<file path="src/rtl/easyaxi_pkg.sv">
// Shared definitions for the EasyAXI read master.
//   - AXI burst/response encodings
//   - AR request FSM state encoding
//   - clog2 helper for arsize and counter widths
package easyaxi_pkg;

    localparam logic [1:0] AXI_BURST_INCR  = 2'b01;
    localparam logic [1:0] AXI_RESP_OKAY   = 2'b00;
    localparam logic [1:0] AXI_RESP_SLVERR = 2'b10;

    typedef enum logic {
        ST_IDLE = 1'b0,
        ST_REQ  = 1'b1
    } ar_state_e;

    // ceil(log2(value)); clog2(1) == 0
    function automatic int clog2(input int value);
        int r;
        int v;
        r = 0;
        v = value - 1;
        while (v > 0) begin
            r++;
            v = v >> 1;
        end
        return r;
    endfunction

endpackage

</file>
<file path="src/rtl/easyaxi_ost_cnt.sv">
// Outstanding-burst counter.
//   clk, rst_n : clock, async active-low reset
//   inc, dec   : request +1 / -1; both together leave the count unchanged
//   count      : current value (0..MAX)
//   full       : count == MAX
// Increments are dropped at MAX and decrements at 0, so the count never
// leaves its range even if the far side misbehaves.
module easyaxi_ost_cnt #(
    parameter int MAX = 4,
    parameter int W   = 3
) (
    input  logic         clk,
    input  logic         rst_n,
    input  logic         inc,
    input  logic         dec,
    output logic [W-1:0] count,
    output logic         full
);

    assign full = (count == W'(MAX));

    always_ff @(posedge clk or negedge rst_n) begin
        if (!rst_n) begin
            count <= '0;
        end else if (inc && !dec) begin
            if (!full) count <= count + 1'b1;
        end else if (dec && !inc) begin
            if (count != '0) count <= count - 1'b1;
        end
    end

endmodule

</file>
<file path="src/rtl/easyaxi_rd_mst.sv">
// EasyAXI read master: issues INCR bursts on AR at consecutive aligned
// addresses, consumes R beats, checks response integrity and counts
// completed bursts.
//   clk, rst_n        : clock, async active-low reset
//   enable            : permits new AR requests
//   axi_mst_ar*       : AR channel (constant id/len/size/burst)
//   axi_mst_r*        : R channel (rdata is not inspected)
//   busy              : bursts outstanding or AR pending
//   err               : sticky response error
//   done_cnt          : completed bursts, wraps at 2^16
// All outputs come from registers; there is no input-to-output path.
module easyaxi_rd_mst
    import easyaxi_pkg::*;
#(
    parameter int              ADDR_W    = 32,
    parameter int              DATA_W    = 32,
    parameter int              ID_W      = 4,
    parameter logic [ID_W-1:0] MST_ID    = '0,
    parameter int              BURST_LEN = 4,
    parameter int              MAX_OST   = 4,
    parameter logic [ADDR_W-1:0] BASE_ADDR = '0
) (
    input  logic              clk,
    input  logic              rst_n,
    input  logic              enable,
    output logic              axi_mst_arvalid,
    input  logic              axi_mst_arready,
    output logic [ADDR_W-1:0] axi_mst_araddr,
    output logic [ID_W-1:0]   axi_mst_arid,
    output logic [7:0]        axi_mst_arlen,
    output logic [2:0]        axi_mst_arsize,
    output logic [1:0]        axi_mst_arburst,
    input  logic              axi_mst_rvalid,
    output logic              axi_mst_rready,
    input  logic [DATA_W-1:0] axi_mst_rdata,
    input  logic [1:0]        axi_mst_rresp,
    input  logic              axi_mst_rlast,
    input  logic [ID_W-1:0]   axi_mst_rid,
    output logic              busy,
    output logic              err,
    output logic [15:0]       done_cnt
);

    localparam int BYTES  = DATA_W / 8;
    localparam int BEAT_W = (BURST_LEN > 1) ? clog2(BURST_LEN) : 1;
    localparam int OST_W  = clog2(MAX_OST + 1);
    localparam logic [ADDR_W-1:0] ADDR_INC  = ADDR_W'(BURST_LEN * BYTES);
    localparam logic [BEAT_W-1:0] LAST_BEAT = BEAT_W'(BURST_LEN - 1);

    ar_state_e         state_q, state_d;
    logic [ADDR_W-1:0] araddr_q;
    logic [BEAT_W-1:0] beat_cnt;
    logic [OST_W-1:0]  ost_cnt;
    logic              ost_full;
    logic              rready_q;
    logic              err_q;
    logic [15:0]       done_q;
    logic              ar_hs, r_hs, r_fault;
    logic              rdata_unused;

    assign rdata_unused = ^axi_mst_rdata;

    assign ar_hs = (state_q == ST_REQ) && axi_mst_arready;
    assign r_hs  = axi_mst_rvalid && rready_q;

    // rlast always closes the head burst, even when it arrives on the wrong
    // beat, so a misbehaving slave cannot wedge the outstanding count.
    easyaxi_ost_cnt #(
        .MAX (MAX_OST),
        .W   (OST_W)
    ) u_ost (
        .clk   (clk),
        .rst_n (rst_n),
        .inc   (ar_hs),
        .dec   (r_hs && axi_mst_rlast),
        .count (ost_cnt),
        .full  (ost_full)
    );

    // AR FSM: IDLE between requests caps the rate at one AR per two cycles
    // and lets the limit check see the updated registered count.
    always_ff @(posedge clk or negedge rst_n) begin
        if (!rst_n) state_q <= ST_IDLE;
        else        state_q <= state_d;
    end

    always_comb begin
        state_d = state_q;
        case (state_q)
            ST_IDLE: if (enable && !ost_full) state_d = ST_REQ;
            ST_REQ:  if (axi_mst_arready)     state_d = ST_IDLE;
            default: state_d = ST_IDLE;
        endcase
    end

    // With a single ID responses are in order, so one beat counter for the
    // head burst suffices.
    assign r_fault = (axi_mst_rresp != AXI_RESP_OKAY)
                   || (axi_mst_rid != MST_ID)
                   || (axi_mst_rlast != (beat_cnt == LAST_BEAT))
                   || (ost_cnt == '0);

    always_ff @(posedge clk or negedge rst_n) begin
        if (!rst_n) begin
            araddr_q <= BASE_ADDR;
            beat_cnt <= '0;
            rready_q <= 1'b0;
            err_q    <= 1'b0;
            done_q   <= '0;
        end else begin
            if (ar_hs) araddr_q <= araddr_q + ADDR_INC;
            rready_q <= (ost_cnt != '0);
            if (r_hs) begin
                beat_cnt <= axi_mst_rlast ? '0 : beat_cnt + 1'b1;
                if (r_fault)       err_q  <= 1'b1;
                if (axi_mst_rlast) done_q <= done_q + 16'd1;
            end
        end
    end

    assign axi_mst_arvalid = (state_q == ST_REQ);
    assign axi_mst_araddr  = araddr_q;
    assign axi_mst_arid    = MST_ID;
    assign axi_mst_arlen   = 8'(BURST_LEN - 1);
    assign axi_mst_arsize  = 3'(clog2(BYTES));
    assign axi_mst_arburst = AXI_BURST_INCR;
    assign axi_mst_rready  = rready_q;
    assign busy            = (ost_cnt != '0) || axi_mst_arvalid;
    assign err             = err_q;
    assign done_cnt        = done_q;

endmodule

</file>
<file path="config.mk">
export PLATFORM = sky130hd
export DESIGN_NAME = easyaxi_rd_mst
export DESIGN_NICKNAME = d
export VERILOG_FILES = /design/src/rtl/easyaxi_pkg.sv /design/src/rtl/easyaxi_ost_cnt.sv /design/src/rtl/easyaxi_rd_mst.sv
export SDC_FILE = /design/constraint.sdc
export NUM_CORES = 1
export LEC_CHECK = 0
export BUFFER_PORTS_ARGS = -buffer_cell sky130_fd_sc_hd__buf_2
export CORE_UTILIZATION = 43
export CTS_CLUSTER_SIZE = 8
export DETAILED_ROUTE_END_ITERATION = 8
export MAX_ROUTING_LAYER = met4
export PLACE_DENSITY = 0.78
export SKIP_CTS_REPAIR_TIMING = 1
export SYNTH_ARGS = -nofsm -noshare
export SYNTH_HDL_FRONTEND = slang
export SYNTH_HIERARCHICAL = 1
export SYNTH_SLANG_ARGS = --single-unit
</file>
<file path="constraint.sdc">
create_clock -name clk -period 1.9 [get_ports clk]
set_clock_uncertainty 0.1 [all_clocks]
set_input_delay 0.19 -clock clk [delete_from_list [all_inputs] [get_ports clk]]
set_output_delay 0.19 -clock clk [all_outputs]
set_load 0.01 [all_outputs]
</file>
==> results.md <==
* Gr ovfl total at 0
* Clock power share at 0.207
* Initial DRC Count at 74
* YS warnings at 6
* # rows at 28
* Endpoints failing setup at 0
* H-tree levels at 2
* GRT Overall Usage at 0.172
* Synthesized area per cell at roughly 11 sq um
* M2 GR Usage at 0.274
* Clk sinks at 52
* Starting Density at 0.445
* Switching power at 0.978 mW
* Final hold slack at just over 0.02 ns
* Setup crit end kind: output port
* Final ANT Viol Nets at 0
* Worst hold path depth at 2
* Power density over the cells at between 900 and 1000 nW/um^2
* Largest family of logic cells by synthesized area: simple AND/OR/NAND/NOR gates
* Worst-path fanout max at 5
* Antenna violations before repair at 0
* Adder-Cell Fraction of Synth Area at 0.0267
* Top cell type's share of synthesized area at 0.497
* Avg Vias per Cell at around 5
* Wire per inst at between 10 and 15 um
* Hold Fails Final Rpt at 0
* Via count at roughly 2,000
* Seq pwr share at 0.525
* Async S/R FF share, synth at 1.00
* First-pass DRT Iterations at 4
* Distinct cell type count after synthesis at 42
* P&R area growth vs syn at 20.1%
* Signal arrival time at the worst endpoint at between 1.5 and 2 ns
* WS Path Type: flop to output port
* Main synth FF type: dfrtp_1
* Final std cells w/o fill at 393
* Longest Clk Path Bufs at 2
* GR peak layer: met2
* Multiplexer area fraction after synthesis at 0.00812
* Xor/xnor share of the synthesized area at 0.147
* NumNets Final at approximately 370
* Fraction of layout cells with a size suffix above 1 at 0.333
* Simple-gate share of the synthesized area at 0.223
* Crit share post-route at 0.980
* Port bufs at just under 60
* Pins over their slew limit at 0
* Leak at ~1.6 nW
* Internal at between 1.5 and 2 mW
* Synth cell count leaders: 52 x dfrtp_1, 34 x xnor2_1, 21 x buf_4
* CTS tree: yes
* Switching Share at 0.339
* Clock transition at path regs at ~0.090 ns
* Post-synthesis cell area at ~2600 sq um
* M3 GR Usage at 0.0341
* Status: finished clean
* Mapped Cells at 242
* RSZ-0062 raised after global routing: true
* Met1 GRT Util at 0.216
* Most frequent cell after synthesis: dfrtp_1
* Post-synth top area cell: dfrtp_1
* First-pass GRT wire length at about 8300 um
* I/O pins at between 100 and 150
* Core footprint at 5890 sq um
* Ranking of synthesized cells by area: dfrtp_1 50%, xnor2_1 11%, buf_4 6.0%
* Final setup TNS at 0 ns
* Compound-gate portion of the synthesized area at 0.0220
* Num CTS Buffers at 5
* Die area at approximately 6400 sq um
* Critical Path RT at approximately 1.6 ns
* Achievable Freq at about 540 MHz
* FF+latch count, synth at 52
* Diodes inserted at 0
* Die width at 80.1 um
* FF-to-FF path depth at 9
* DP Cell Count at 383
* Drt total wl at approximately 5000 um
* Class of the tightest hold or removal check: primary input to flop
* Clock latency on the worst-skew pair at 0.30 ns
* Vias in the first global route at 1,818
* Area after DPL at about 3000 sq um
* Minimum clock period at approximately 1.9 ns
* Comb pwr share at 0.268
* Clock root buffer: clkbuf_8
* Pin count of the biggest net entering global routing at 28
* GPL Wtd Cong at 0.738
* DP HPWL at about 3700 um
* Sequential share of the synthesized area at 0.497
* Maximum vdd drop at 0.756 mV
* Die Ht at ~80 um
* Number of flops mapped to enable cells by yosys at 0
* Design Area, Final at around 3100 sq um
* DRC viols at 0
* Max_cap viols at 0
* Startpoint types: flop
-- stage by stage --
stage / utilization / power (mW) / setup WS (ns)
after detailed placement: 0.512 / 2.26 / 0.0590
after CTS: 0.525 / 2.85 / -0.0195
final: 0.535 / 2.89 / 0.0384
after global routing: 0.535 / 3.10 / -0.0237
after global placement: 0.512 / 2.21 / 0.112
after floorplan: - / 1.98 / 0.0444
-- flip-flops by register name, summed over array words and instances (netlist names) --
register / count
beat_cnt: 2
axi_mst_araddr: 28
axi_mst_rready: 1
done_cnt: 16
err: 1
axi_mst_arvalid: 1
u_ost/count: 3
-- worst paths after layout --
kind | from | to | slack [ns]
worst max-delay path | u_ost/count[1] | busy | 0.04
worst min-delay path | axi_mst_arready | axi_mst_arvalid | 0.02
worst max register to register | axi_mst_rready | u_ost/count[2] | 0.08
worst min register to register | axi_mst_araddr[31] | axi_mst_araddr[31] | 0.37
max in group asynchronous | rst_n | u_ost/count[0] | 1.08
min in group asynchronous | rst_n | axi_mst_araddr[8] | 0.33
-- critical path, stage by stage (launching register included) --
cell,delay (ns)
dfrtp_2,0.45
or3_4,0.41
or2_2,0.27
buf_2,0.14
-- layout by cell type (no fill, tap or decap), types with 4 or more instances in the layout --
cell type  netlist  layout
buf_2            1      59
and3_1           4       4
nand2_1         20      20
nor2_1          13      13
conb_1           2      21
dfrtp_2          0       4
nand4_1         16      16
dfrtp_1         52      48
and4_1           4       4
xor2_1          10      10
buf_4           21      14
xnor2_1         34      34
clkbuf_8         0       5
nand3_1         16      15
-- power groups by stage --
stage / registers, mW / clock network (mW) / logic (mW)
2_1_floorplan: 1.54 / 0 / 0.443
3_3_place_gp: 1.52 / 0 / 0.695
3_5_place_dp: 1.53 / 0 / 0.728
4_1_cts: 1.51 / 0.611 / 0.729
5_1_grt: 1.55 / 0.663 / 0.880
6_report: 1.52 / 0.597 / 0.775
-- cell families (layout without fill, tap and decap cells) --
kind of cell             count (synthesis)  after routing
flip-flops                              52             52
buffers and inverters                   30             87
AO/OA/AOI/OAI                            9              9
other                                    2             21
multiplexers                             2              2
XOR/XNOR                                44             44
AND/OR/NAND/NOR                         98             98
adder cells (fa/ha/maj)                  5              5
-- per-layer routing --
layer  wire length [um]  up-vias
met5                  0        -
met4                 83        0
met3                257       10
met2               2410       68
met1               2240      937
li1                   -      945
-- final cells by class --
type | count | area (sq um)
multi-input combinational | 179 | 1240
sequential | 52 | 1310
clock buffer | 6 | 72.6
clock inverter | 1 | 5.00
tap | 75 | 93.8
inverter | 6 | 22.5
fill | 542 | 2740
timing repair buffer | 74 | 410
Power figures use the tool's default switching activity.
